==> src/rtl/reg_ctrl_master_if.sv <==
// Register-control master bundle: command port, slave bus and response port.
// The master modport is the initiator's view. The slave modport is the view of
// whatever sits around it: the command source, the register slave and the
// response sink.
interface reg_ctrl_master_if #(
    parameter int ADDR_WIDTH = 8,
    parameter int DATA_WIDTH = 16
);
    // command port
    logic                  cmd_valid;
    logic                  cmd_ready;
    logic                  cmd_wr;
    logic [ADDR_WIDTH-1:0] cmd_addr;
    logic [DATA_WIDTH-1:0] cmd_wdata;

    // slave bus
    logic [ADDR_WIDTH-1:0] addr;
    logic                  sel;
    logic                  wr;
    logic [DATA_WIDTH-1:0] wdata;
    logic [DATA_WIDTH-1:0] rdata;
    logic                  ready;

    // response port
    logic                  rsp_valid;
    logic                  rsp_wr;
    logic                  rsp_err;
    logic [DATA_WIDTH-1:0] rsp_rdata;
    logic [15:0]           txn_count;

    modport master (
        input  cmd_valid, cmd_wr, cmd_addr, cmd_wdata, rdata, ready,
        output cmd_ready, addr, sel, wr, wdata,
        output rsp_valid, rsp_wr, rsp_err, rsp_rdata, txn_count
    );

    modport slave (
        output cmd_valid, cmd_wr, cmd_addr, cmd_wdata, rdata, ready,
        input  cmd_ready, addr, sel, wr, wdata,
        input  rsp_valid, rsp_wr, rsp_err, rsp_rdata, txn_count
    );
endinterface

==> src/rtl/reg_ctrl_master.sv <==
// Register-control bus initiator.
// This block takes one command at a time from a valid/ready port and drives
// it onto the addr/sel/wr/wdata slave bus. For reads it captures rdata on the
// closing edge of the RDATA cycle. Each finished or timed-out transaction is
// reported with a one-cycle rsp_valid strobe.
// All outputs are registered. cmd_ready is the only exception: it is decoded
// directly from the state, so a new command can be accepted in the same cycle
// that rsp_valid is high.
module reg_ctrl_master #(
    parameter int ADDR_WIDTH = 8,
    parameter int DATA_WIDTH = 16,
    parameter int TIMEOUT    = 16
) (
    input  logic                clk,
    input  logic                rst,
    reg_ctrl_master_if.master   bus
);

    // The timeout counter only has to hold 0..TIMEOUT. It saturates.
    localparam int TO_W = $clog2(TIMEOUT + 1);
    localparam logic [TO_W-1:0] TO_LAST = TO_W'(TIMEOUT - 1);
    localparam logic [TO_W-1:0] TO_MAX  = TO_W'(TIMEOUT);

    typedef enum logic [1:0] {
        IDLE  = 2'd0,
        ISSUE = 2'd1,
        RDATA = 2'd2
    } state_t;

    state_t                 state_r, state_s;
    logic [ADDR_WIDTH-1:0]  addr_r, addr_s;
    logic                   wr_r, wr_s;
    logic [DATA_WIDTH-1:0]  wdata_r, wdata_s;
    logic                   sel_r, sel_s;
    logic [TO_W-1:0]        to_cnt_r, to_cnt_s;
    logic                   rsp_valid_r, rsp_valid_s;
    logic                   rsp_wr_r, rsp_wr_s;
    logic                   rsp_err_r, rsp_err_s;
    logic [DATA_WIDTH-1:0]  rsp_rdata_r, rsp_rdata_s;
    logic [15:0]            txn_cnt_r, txn_cnt_s;

    // FSM state register; the async reset abandons any transaction in flight
    always_ff @(posedge clk or posedge rst) begin
        if (rst) begin
            state_r <= IDLE;
        end else begin
            state_r <= state_s;
        end
    end

    // Bus, response and counter registers
    always_ff @(posedge clk or posedge rst) begin
        if (rst) begin
            addr_r      <= {ADDR_WIDTH{1'b0}};
            wr_r        <= 1'b0;
            wdata_r     <= {DATA_WIDTH{1'b0}};
            sel_r       <= 1'b0;
            to_cnt_r    <= {TO_W{1'b0}};
            rsp_valid_r <= 1'b0;
            rsp_wr_r    <= 1'b0;
            rsp_err_r   <= 1'b0;
            rsp_rdata_r <= {DATA_WIDTH{1'b0}};
            txn_cnt_r   <= 16'h0000;
        end else begin
            addr_r      <= addr_s;
            wr_r        <= wr_s;
            wdata_r     <= wdata_s;
            sel_r       <= sel_s;
            to_cnt_r    <= to_cnt_s;
            rsp_valid_r <= rsp_valid_s;
            rsp_wr_r    <= rsp_wr_s;
            rsp_err_r   <= rsp_err_s;
            rsp_rdata_r <= rsp_rdata_s;
            txn_cnt_r   <= txn_cnt_s;
        end
    end

    // Next-state and next-output decode; everything holds unless a transition updates it
    always_comb begin
        state_s     = state_r;
        addr_s      = addr_r;
        wr_s        = wr_r;
        wdata_s     = wdata_r;
        sel_s       = sel_r;
        to_cnt_s    = to_cnt_r;
        rsp_valid_s = 1'b0;
        rsp_wr_s    = rsp_wr_r;
        rsp_err_s   = rsp_err_r;
        rsp_rdata_s = rsp_rdata_r;
        txn_cnt_s   = txn_cnt_r;

        case (state_r)
            IDLE: begin
                if (bus.cmd_valid) begin
                    // Latch the command. The bus goes active from the next cycle.
                    addr_s   = bus.cmd_addr;
                    wr_s     = bus.cmd_wr;
                    wdata_s  = bus.cmd_wdata;
                    sel_s    = 1'b1;
                    to_cnt_s = {TO_W{1'b0}};
                    state_s  = ISSUE;
                end else begin
                    sel_s    = 1'b0;
                end
            end

            ISSUE: begin
                if (bus.ready) begin
                    if (wr_r) begin
                        // The slave stored the data on this edge.
                        sel_s       = 1'b0;
                        wr_s        = 1'b0;
                        rsp_valid_s = 1'b1;
                        rsp_wr_s    = 1'b1;
                        rsp_err_s   = 1'b0;
                        rsp_rdata_s = {DATA_WIDTH{1'b0}};
                        txn_cnt_s   = txn_cnt_r + 16'd1;
                        state_s     = IDLE;
                    end else begin
                        // Keep sel high through RDATA so the slave can raise ready again.
                        state_s     = RDATA;
                    end
                end else begin
                    if (to_cnt_r != TO_MAX) begin
                        to_cnt_s = to_cnt_r + TO_W'(1);
                    end else begin
                        to_cnt_s = to_cnt_r;
                    end
                    if (to_cnt_r == TO_LAST) begin
                        // This edge is the TIMEOUT-th consecutive one with ready low.
                        sel_s       = 1'b0;
                        wr_s        = 1'b0;
                        rsp_valid_s = 1'b1;
                        rsp_wr_s    = wr_r;
                        rsp_err_s   = 1'b1;
                        rsp_rdata_s = {DATA_WIDTH{1'b0}};
                        state_s     = IDLE;
                    end else begin
                        state_s     = ISSUE;
                    end
                end
            end

            RDATA: begin
                rsp_rdata_s = bus.rdata;
                rsp_valid_s = 1'b1;
                rsp_wr_s    = 1'b0;
                rsp_err_s   = 1'b0;
                sel_s       = 1'b0;
                wr_s        = 1'b0;
                txn_cnt_s   = txn_cnt_r + 16'd1;
                state_s     = IDLE;
            end

            default: begin
                sel_s   = 1'b0;
                wr_s    = 1'b0;
                state_s = IDLE;
            end
        endcase
    end

    assign bus.cmd_ready = (state_r == IDLE);
    assign bus.addr      = addr_r;
    assign bus.sel       = sel_r;
    assign bus.wr        = wr_r;
    assign bus.wdata     = wdata_r;
    assign bus.rsp_valid = rsp_valid_r;
    assign bus.rsp_wr    = rsp_wr_r;
    assign bus.rsp_err   = rsp_err_r;
    assign bus.rsp_rdata = rsp_rdata_r;
    assign bus.txn_count = txn_cnt_r;

endmodule

==> src/flat_wrapper.sv <==
// flat-port wrapper written by rule: the top's interface ports become plain ports
module reg_ctrl_master_flat 
#(
    parameter int ADDR_WIDTH = 8,
    parameter int DATA_WIDTH = 16,
    parameter int TIMEOUT    = 16
)
  (clk, rst, bus_cmd_valid, bus_cmd_wr, bus_cmd_addr, bus_cmd_wdata, bus_rdata, bus_ready, bus_cmd_ready, bus_addr, bus_sel, bus_wr, bus_wdata, bus_rsp_valid, bus_rsp_wr, bus_rsp_err, bus_rsp_rdata, bus_txn_count);
  reg_ctrl_master_if #(.ADDR_WIDTH(ADDR_WIDTH), .DATA_WIDTH(DATA_WIDTH)) bus_i ();
  input  logic clk;
  input  logic rst;
  input wire logic [$bits(bus_i.cmd_valid)-1:0] bus_cmd_valid;
  input wire logic [$bits(bus_i.cmd_wr)-1:0] bus_cmd_wr;
  input wire logic [$bits(bus_i.cmd_addr)-1:0] bus_cmd_addr;
  input wire logic [$bits(bus_i.cmd_wdata)-1:0] bus_cmd_wdata;
  input wire logic [$bits(bus_i.rdata)-1:0] bus_rdata;
  input wire logic [$bits(bus_i.ready)-1:0] bus_ready;
  output wire logic [$bits(bus_i.cmd_ready)-1:0] bus_cmd_ready;
  output wire logic [$bits(bus_i.addr)-1:0] bus_addr;
  output wire logic [$bits(bus_i.sel)-1:0] bus_sel;
  output wire logic [$bits(bus_i.wr)-1:0] bus_wr;
  output wire logic [$bits(bus_i.wdata)-1:0] bus_wdata;
  output wire logic [$bits(bus_i.rsp_valid)-1:0] bus_rsp_valid;
  output wire logic [$bits(bus_i.rsp_wr)-1:0] bus_rsp_wr;
  output wire logic [$bits(bus_i.rsp_err)-1:0] bus_rsp_err;
  output wire logic [$bits(bus_i.rsp_rdata)-1:0] bus_rsp_rdata;
  output wire logic [$bits(bus_i.txn_count)-1:0] bus_txn_count;
  assign bus_i.cmd_valid = bus_cmd_valid;
  assign bus_i.cmd_wr = bus_cmd_wr;
  assign bus_i.cmd_addr = bus_cmd_addr;
  assign bus_i.cmd_wdata = bus_cmd_wdata;
  assign bus_i.rdata = bus_rdata;
  assign bus_i.ready = bus_ready;
  assign bus_cmd_ready = bus_i.cmd_ready;
  assign bus_addr = bus_i.addr;
  assign bus_sel = bus_i.sel;
  assign bus_wr = bus_i.wr;
  assign bus_wdata = bus_i.wdata;
  assign bus_rsp_valid = bus_i.rsp_valid;
  assign bus_rsp_wr = bus_i.rsp_wr;
  assign bus_rsp_err = bus_i.rsp_err;
  assign bus_rsp_rdata = bus_i.rsp_rdata;
  assign bus_txn_count = bus_i.txn_count;
  reg_ctrl_master #(.ADDR_WIDTH(ADDR_WIDTH), .DATA_WIDTH(DATA_WIDTH), .TIMEOUT(TIMEOUT)) u_core (.clk(clk), .rst(rst), .bus(bus_i));
endmodule
==> config.mk <==
export PLATFORM = sky130hd
export DESIGN_NAME = reg_ctrl_master_flat
export DESIGN_NICKNAME = d
export VERILOG_FILES = /design/src/rtl/reg_ctrl_master_if.sv /design/src/rtl/reg_ctrl_master.sv /design/src/flat_wrapper.sv
export SDC_FILE = /design/constraint.sdc
export NUM_CORES = 1
export LEC_CHECK = 0
export ABC_AREA = 1
export ABC_CLOCK_PERIOD_IN_PS = 3100
export CELL_PAD_IN_SITES_DETAIL_PLACEMENT = 0
export CELL_PAD_IN_SITES_GLOBAL_PLACEMENT = 1
export CORE_MARGIN = 2
export CORE_UTILIZATION = 35
export DETAILED_ROUTE_END_ITERATION = 8
export GPL_TIMING_DRIVEN = 0
export PLACE_DENSITY_LB_ADDON = 0.05
export SKIP_CTS_REPAIR_TIMING = 1
export SLEW_MARGIN = 20
export SYNTH_ARGS = -nofsm -noshare
export SYNTH_HDL_FRONTEND = slang
export SYNTH_SLANG_ARGS = --single-unit
==> constraint.sdc <==
create_clock -name clk -period 3.1 [get_ports clk]
set_input_delay 0.465 -clock clk [delete_from_list [all_inputs] [get_ports clk]]
set_output_delay 0.465 -clock clk [all_outputs]
set_load 0.01 [all_outputs]
==> reports/results.ini, run 1 <==
[critical_path]
crit_required_ps=2630
worst_setup_path_end_kind=primary output
critPathMaxStageDelay_ps=570
crit_fanout=5
critical-path-slowest-cell=clkdlybuf4s50_1
critPathKind=flop to primary output
arrival_ps=1630
crit_chain=inv_1 -> ha_1 -> clkdlybuf4s50_1
start_kind=flop
rrSetupSlack_ps=1270

[cells_and_area]
syn2layout_area_growth_pct=45.4
antenna_cells=0
drive_above_1_share_pct=7.54
fin_cells=572
fin_nets=513

[power]
power.share.sequential_pct=35.9
p_switching_mw=1.52
pwr_density_cell_nw_per_um2=887
max-vdd-ir-drop_mv=0.404
p_leak_nw=2.14
swShare_pct=38.7
clock_power_share_pct=15.8
total_power_mw=3.93
combPwrFrac_pct=48.3
cellInternalPower_mw=2.41

[synthesis]
synth-edff-count=0
syn_nets=395
syn_area_um2=3050
synth-main-ff-cell=dfrtp_1
async_flop_share_pct=100
synth_warnings=0
syn_avg_cell_area_um2=8.88
syn_inst=343
yosys.area.top_type=dfrtp_1
yosysMostFrequentCell=nand2_1
yosysUniqueCellTypes=28
seq_area_frac_synth_pct=55.9
yosysTopAreaCellShare_pct=55.9
ys_seq_elements=68
synth_area_leaders=dfrtp_1 56%, nand2_1 17%, o21ai_0 4.4%, nand3_1 3.6%, ha_1 2.9%
synthTopCellsByCount=134 x nand2_1, 68 x dfrtp_1, 27 x o21ai_0

[timing]
worst_pin_slew_ps=451
report.final.slew_viol_count=0
slew_headroom_pct=69.9
max_freq_mhz=477
finalSetupViolations=0
fin_crit_sh_pct=67.6
hold_violations=0
finClkSkew_ps=12.0
rsz0062_at_grt=false
post-route-min-period_ps=2100
hold_ws_ps=441

[drt]
drc=0
dr.pass1.iters=4
avgRoutedWirePerCell_um=12.2
drt_iter0_drc=80
antenna_left=0
via_per_inst=4.48
routed_wl_mm=6.97
via_count=2562

[grt]
grt_max_degree=48
antenna_found_initial=0
first_global_vias=2590
grt_pass1_wl_mm=12.0
grt_overflow=0
track_usage_pct=15.5

[run]
drv_cap=0

[clock_network]
cts_tree=built
clock_latency_ps=330
htreeDepth=3
numCtsBuffers=9
clkSinkCount=68
cts.root.buffer_cell=clkbuf_8
clkTransAtPathRegs_ps=80
clockBufferDepth=2

[floorplanning]
pin_count=107
dieArea_um2=9470
die_w_um=97.3
start_util_pct=35.5
std_cell_rows=34
coreArea_um2=8590
die_h_um=97.3

[outcome]
outcome=complete, no violations

[placement]
numPlacedInstances=558
gp_congestion=0.750
portBuffers=106
dp_hpwl_mm=4.99

[worst_hold_path]
hold_path.class=input port to asynchronous set/reset pin

-- cell type report --
| type | instances | area, um2 |
|---|---|---|
| clock inverters | 2 | 12.5 |
| inverters | 23 | 91.3 |
| fillers | 836 | 4160 |
| well taps | 108 | 135 |
| repair buffers | 107 | 1090 |
| multi-input cells | 240 | 1200 |
| plain buffers | 12 | 58.8 |
| clock buffers | 12 | 145 |
| flip-flops and latches | 68 | 1700 |
-- layer usage --
layer  global-route usage [%]  vias to the layer above  share of wire [%]
met5                        0                        -                  0
met4                     3.85                        0               0.52
met3                     7.12                        4                8.6
met2                     22.8                       74                 42
met1                     20.8                     1171                 49
li1                         -                     1313                  -
-- kinds of logic after synthesis --
kind of cell / after synthesis / synth area share (%)
DFF: 68 / 55.9
adders and majority gates: 7 / 2.87
AOI/OAI and AO/OA: 32 / 5.54
and+or+nand+nor: 189 / 27.2
xor gates and xnor gates: 12 / 3.70
buffers and inverters: 35 / 4.85
-- sequential cells by signal, summed over array words and instances (netlist names) --
register and count:
u_core.bus.rsp_err 1, u_core.bus.rsp_rdata 16, u_core.bus.wdata 16, u_core.bus.rsp_wr 1, u_core.to_cnt_r 5, u_core.bus.txn_count 16
u_core.bus.rsp_valid 1, u_core.bus.addr 8, u_core.bus.sel 1, u_core.bus.wr 1, u_core.state_r 2
-- power by group through the flow --
| stage | sequential [mW] | combinational (mW) | clock, mW |
|---|---|---|---|
| after global placement | 1.42 | 1.92 | 0 |
| after detailed placement | 1.42 | 1.93 | 0 |
| after CTS | 1.41 | 1.94 | 0.651 |
| after floorplan | 1.55 | 0.867 | 0 |
| after global routing | 1.46 | 2.11 | 0.691 |
| final | 1.41 | 1.90 | 0.621 |
-- metrics by stage --
step                      setup WS [ps]  setup TNS, ps  utilization, %  cell area (um2)
after floorplan                     923              0               -             3050
after global placement             -460         -31050            49.4             4240
after detailed placement           1090              0            49.7             4270
after CTS                           960              0            51.6             4430
after global routing                907              0            51.6             4430
final                              1000              0            51.6             4430
-- critical path, delay by kind of cell (launching register included) --
family	cells	cell delay, ps
adder cells (fa/ha/maj)	1	250
buffers and inverters	2	680
flip-flops	1	380
-- cells in the final DEF (no fill, tap or decap), drive strengths merged, types with 2 or more instances in the layout --
master and count:
o21ai 28, nand3 22, inv 23, ha 7
dfrtp 68, nand4 4, nand2 138, xor2 8
nor3 2, nor2 21, clkbuf 17, a21oi 2
xnor2 4, clkdlybuf4s50 106, nand3b 2, buf 8
-- worst paths after layout --
path / to / start / cells past startpoint
max in group asynchronous: u_core.bus.wdata[6] / rst / 3
worst max-delay path: bus_cmd_ready / u_core.state_r[0] / 3
worst max register to register: u_core.bus.rsp_rdata[1] / u_core.to_cnt_r[0] / 10
worst min register to register: u_core.bus.addr[7] / u_core.bus.addr[7] / 2
worst min-delay path: u_core.bus.txn_count[9] / rst / 2
min in group clk: u_core.bus.addr[7] / u_core.bus.addr[7] / 2
Power figures use the tool's default switching activity.
==> run 2: changes to the inputs <==
- ABC_CLOCK_PERIOD_IN_PS: 3100 -> 1700
- CORE_UTILIZATION: 35 -> 30
- clock period: 3.1 -> 1.7 ns (I/O delays scaled with it)
==> reports/results.ini, run 2 (synthesis results as in run 1) <==
[outcome]
violations=negative setup slack
outcome=finished, violations left

[clock_network]
cts.root.buffer_cell=clkbuf_8
clockBufferDepth=2  ; unchanged
clkSinkCount=68  ; unchanged
clock_latency_ps=330  ; about the same
cts_tree=built
clkTransAtPathRegs_ps=70  ; about the same
numCtsBuffers=9  ; unchanged
htreeDepth=3  ; unchanged

[timing]
hold_violations=0  ; unchanged
tns_ps=-435  ; -435 ps
report.final.slew_viol_count=0  ; unchanged
fin_crit_sh_pct=103
worst_pin_slew_ps=453  ; +1.82 ps
rsz0062_at_grt=true
layout_setup_ws_ps=-45.4  ; -1050 ps
max_freq_mhz=573
finalSetupViolations=16  ; +16
finClkSkew_ps=8.53  ; -3.48 ps
post-route-min-period_ps=1750
slew_headroom_pct=69.8  ; -0.12 points

[power]
pwr_density_cell_nw_per_um2=1660  ; +87%
max-vdd-ir-drop_mv=0.791  ; +96%
p_leak_nw=2.21  ; +3.4%

[grt]
grt_overflow=0  ; unchanged
first_global_vias=2589  ; -0.039%
grt_max_degree=31  ; -35%
track_usage_pct=14.0  ; -1.4 points
antenna_found_initial=0  ; unchanged
grt_pass1_wl_mm=12.5  ; +4.3%

[floorplanning]
start_util_pct=31.0  ; -4.4 points
dieArea_um2=11000  ; +16%
die_h_um=105  ; +7.7%
std_cell_rows=36  ; +5.9%
die_w_um=105  ; +7.7%
coreArea_um2=9820  ; +14%
pin_count=107  ; unchanged

[run]
drv_cap=0  ; unchanged

[placement]
dp_hpwl_mm=5.28  ; +6.0%
portBuffers=106  ; unchanged
gp_congestion=0.699  ; -6.8%
numPlacedInstances=584  ; +4.7%

[worst_hold_path]
hold_path.class=input port to asynchronous set/reset pin

[critical_path]
start_kind=flop
arrival_ps=2010  ; +380 ps
crit_required_ps=1970  ; -660 ps
rrSetupSlack_ps=-50  ; -1320 ps
worst_setup_path_end_kind=flop
critPathKind=flop to flop
crit_fanout=5  ; unchanged

[cells_and_area]
mostFrequentLayoutCells=131 x nand2_1, 105 x clkdlybuf4s50_1, 68 x dfrtp_1, 19 x inv_1, 19 x o21ai_0
drive_above_1_share_pct=13.2  ; +5.6 points
layout_commonest_cell=nand2_1
fin_cells=604  ; +5.6%
syn2layout_area_growth_pct=52.0
antenna_cells=0  ; unchanged
fin_nets=520  ; +1.4%

[drt]
drc=0  ; unchanged
via_per_inst=4.28  ; -4.5%
routed_wl_mm=7.39  ; +6.1%
drt_iter0_drc=78  ; -2.5%
dr.pass1.iters=4  ; unchanged
antenna_left=0  ; unchanged
via_count=2583  ; +0.82%
avgRoutedWirePerCell_um=12.2  ; +0.52%

run 2: cell types whose count changed in the layout (fill, tap and decap cells not counted), moves of 3 or more:
cell and delta:
buf_4 +4, clkbuf_1 -4, ha_1 -3, ha_2 +3, nand2_1 -3, nand2_2 +3, nand3_1 -7, nand3_2 +7
o21ai_0 -8, o21ai_1 +8
run 2: per-layer routing:
metal	part of all wire (%)	track usage [%]	up-vias
met5	0	0	-
met4	1.4	5.14	0
met3	8.1	4.74	11
met2	41	20.2	77
met1	50	19.4	1170
li1	-	-	1325
run 2: area by class of cell:
type	count	area, um2
Timing Repair Buffer	114	1160
Clock buffer	12	155
Multi-Input combinational cell	240	1260
Buffer	12	65.1
Sequential cell	68	1700
Tap cell	133	166
Fill cell	1021	5190
Inverter	23	92.6
Clock inverter	2	35.0
run 2: worst max-delay path, cell delays in order, from the launching register on:
cell	delay (ps)
dfrtp_1	390
ha_2	200
nand2_2	70
nor2_2	90
ha_2	190
inv_2	40
o21ai_4	170
nor2_4	60
nor2_4	180
buf_4	160
nand3_1	60
nand2_1	80
run 2: final timing paths:
check,startpoint,endpoint,depth (start not counted)
hold / removal,rst,u_core.bus.rsp_rdata[6],2
max in group asynchronous,rst,u_core.bus.wdata[7],3
setup / recovery,u_core.to_cnt_r[1],u_core.bus.rsp_rdata[11],11
hold reg to reg,u_core.bus.addr[7],u_core.bus.addr[7],2
setup reg to reg,u_core.to_cnt_r[1],u_core.bus.rsp_rdata[11],11
min in group clk,bus_cmd_wdata[5],u_core.bus.wdata[5],3
run 2: report_power, final:
part | switching (mW) | total, mW | internal (mW)
Sequential | 0.369 | 2.58 | 2.21
Clock | 0.575 | 1.32 | 0.741
Combinational | 1.97 | 3.79 | 1.82
Total | 2.91 | 7.69 | 4.78
run 2: through the flow:
step	area [um2]	hold WS [ps]	total power, mW	setup slack [ps]	util (%)
after floorplan	3050	365	4.41	111	-
after global placement	4280	461	6.12	-283	43.6
after detailed placement	4320	465	6.15	-165	44.0
after CTS	4510	278	7.52	-250	45.9
after global routing	4630	298	8.33	-198	47.2
final	4630	275	7.69	-45.4	47.2
==> run 3: changes to the inputs <==
- CAP_MARGIN: not set -> 20
- REMOVE_ABC_BUFFERS: not set -> 1
==> reports/results.ini, run 3 (synthesis results as in run 1) <==
[timing]
fin_crit_sh_pct=104  ; +0.91 points
layout_setup_ws_ps=-60.9  ; -15.5 ps
finalSetupViolations=14  ; -2
tns_ps=-446  ; -11.1 ps
report.final.slew_viol_count=0  ; unchanged
slew_headroom_pct=70.5  ; +0.73 points
hold_violations=0  ; unchanged
max_freq_mhz=568  ; -0.88%
worst_pin_slew_ps=442  ; -11.0 ps
rsz0062_at_grt=true
finClkSkew_ps=10.7  ; +2.19 ps
post-route-min-period_ps=1760  ; +15.5 ps

[clock_network]
cts_tree=built
htreeDepth=3  ; unchanged
clockBufferDepth=2  ; unchanged
cts.root.buffer_cell=clkbuf_8
clock_latency_ps=340  ; about the same
clkSinkCount=68  ; unchanged
clkTransAtPathRegs_ps=80  ; about the same
numCtsBuffers=9  ; unchanged

[power]
pwr_density_cell_nw_per_um2=1700  ; +2.6%
total_power_mw=7.92  ; +3.1%
max-vdd-ir-drop_mv=0.773  ; -2.3%
p_leak_nw=2.18  ; -1.3%

[grt]
first_global_vias=2512  ; -3.0%
grt_overflow=0  ; unchanged
grt_pass1_wl_mm=12.5  ; -0.38%
track_usage_pct=14.2  ; +0.19 points
antenna_found_initial=0  ; unchanged
grt_max_degree=44  ; +42%

[drt]
drc=0  ; unchanged
drt_iter0_drc=76  ; -2.6%
via_count=2640  ; +2.2%
avgRoutedWirePerCell_um=13.4  ; +9.4%
via_per_inst=4.42  ; +3.4%
routed_wl_mm=7.99  ; +8.1%
antenna_left=0  ; unchanged
dr.pass1.iters=4  ; unchanged

[placement]
dp_hpwl_mm=5.18  ; -1.9%
dp_slack_ps=-676  ; -511 ps
gp_congestion=0.681  ; -2.5%
portBuffers=106  ; unchanged

[floorplanning]
std_cell_rows=36  ; unchanged
coreArea_um2=9820  ; unchanged
pin_count=107  ; unchanged
die_h_um=105  ; unchanged
die_w_um=105  ; unchanged
start_util_pct=31.0  ; unchanged
dieArea_um2=11000  ; unchanged

[cells_and_area]
fin_nets=513  ; -1.3%
fill_cells=977  ; -4.3%
layout_commonest_cell=nand2_1
utilization_pct=47.4  ; +0.24 points
mostFrequentLayoutCells=131 x nand2_1, 105 x clkdlybuf4s50_1, 68 x dfrtp_1, 19 x o21ai_0, 18 x inv_1
drive_above_1_share_pct=13.6  ; +0.41 points
syn2layout_area_growth_pct=52.8
antenna_cells=0  ; unchanged

[critical_path]
crit_chain=ha_2 -> nand2_2 -> nor2_2 -> ha_2 -> inv_2 -> o21ai_4 -> nor2_4 -> nor2_2 -> nand3_1 -> nand2_1
critPathKind=flop to flop
worst_setup_path_end_kind=flop
crit_fanout=7  ; +2
critPathMaxStageDelay_ps=380  ; about the same
critical-path-slowest-cell=dfrtp_1
crit_required_ps=1980  ; about the same
start_kind=flop
arrival_ps=2040  ; +30 ps

[outcome]
violations=negative setup slack
outcome=finished, violations left

[worst_hold_path]
hold_path.class=input port to asynchronous set/reset pin

[run]
drv_cap=0  ; unchanged

==> run 3: changes by cell type in the layout (fill, tap and decap cells not counted), moves of 2 or more <==
cell,previous run,this run
buf_2,5,0
clkbuf_1,3,0
nor2_4,4,7
buf_6,3,1
clkbuf_2,2,0
ha_1,4,2
ha_4,0,2
nor2_2,4,6
==> run 3: stage by stage <==
| step | instance area (um2) | cells | hold slack, ps |
|---|---|---|---|
| 4_1_cts | 4420 | 585 | 251 |
| 3_5_place_dp | 4250 | 571 | 464 |
| 5_1_grt | 4660 | 597 | 276 |
| 2_1_floorplan | 2990 | 331 | 365 |
| 3_3_place_gp | 4220 | 570 | 461 |
| 6_report | 4660 | 597 | 251 |
==> run 3: critical path, delay by kind of cell, from the launching register on <==
| kind | cells | cell delay [ps] |
|---|---|---|
| buffers and inverters | 1 | 40 |
| AO/OA/AOI/OAI | 1 | 200 |
| adder cells (fa/ha/maj) | 2 | 380 |
| flip-flops | 1 | 380 |
| AND/OR/NAND/NOR | 6 | 710 |
==> run 3: cell type report <==
class	instances	area (um2)	area share [%]
inverters	23	100	2.15
clock inverters	2	10.0	0.215
repair inverters	1	7.51	0.161
flip-flops and latches	68	1700	36.5
well taps	133	166	3.57
multi-input cells	245	1340	28.8
repair buffers	113	1160	25.0
clock buffers	12	165	3.55
==> run 3: final timing paths <==
kind | from | end | slack, ps | cells past startpoint
worst max-delay path | u_core.to_cnt_r[0] | u_core.bus.rsp_rdata[7] | -60 | 10
worst min-delay path | rst | u_core.bus.txn_count[14] | 250 | 2
worst max register to register | u_core.to_cnt_r[0] | u_core.bus.rsp_rdata[7] | -60 | 10
worst min register to register | u_core.bus.addr[0] | u_core.bus.addr[0] | 480 | 2
max in group asynchronous | rst | u_core.bus.rsp_err | 900 | 3
min in group clk | bus_cmd_addr[5] | u_core.bus.addr[5] | 450 | 3
==> run 3: report_power, final <==
| part | leakage, nW | internal, mW | total (mW) | switching, mW |
|---|---|---|---|---|
| clock network | 0.0941 | 0.630 | 1.24 | 0.612 |
| logic | 1.21 | 1.88 | 4.10 | 2.23 |
| registers | 0.876 | 2.21 | 2.58 | 0.367 |
| total | 2.18 | 4.72 | 7.92 | 3.21 |
==> run 3: routing by layer <==
layer / vias to the layer above / GRT usage [%] / share of wire, % / wire [um]
met5: - / 0 / 0 / 0
met4: 0 / 6.00 / 1.5 / 117
met3: 9 / 4.24 / 7.5 / 600
met2: 79 / 21.9 / 45 / 3590
met1: 1230 / 18.5 / 46 / 3690
li1: 1322 / - / - / -
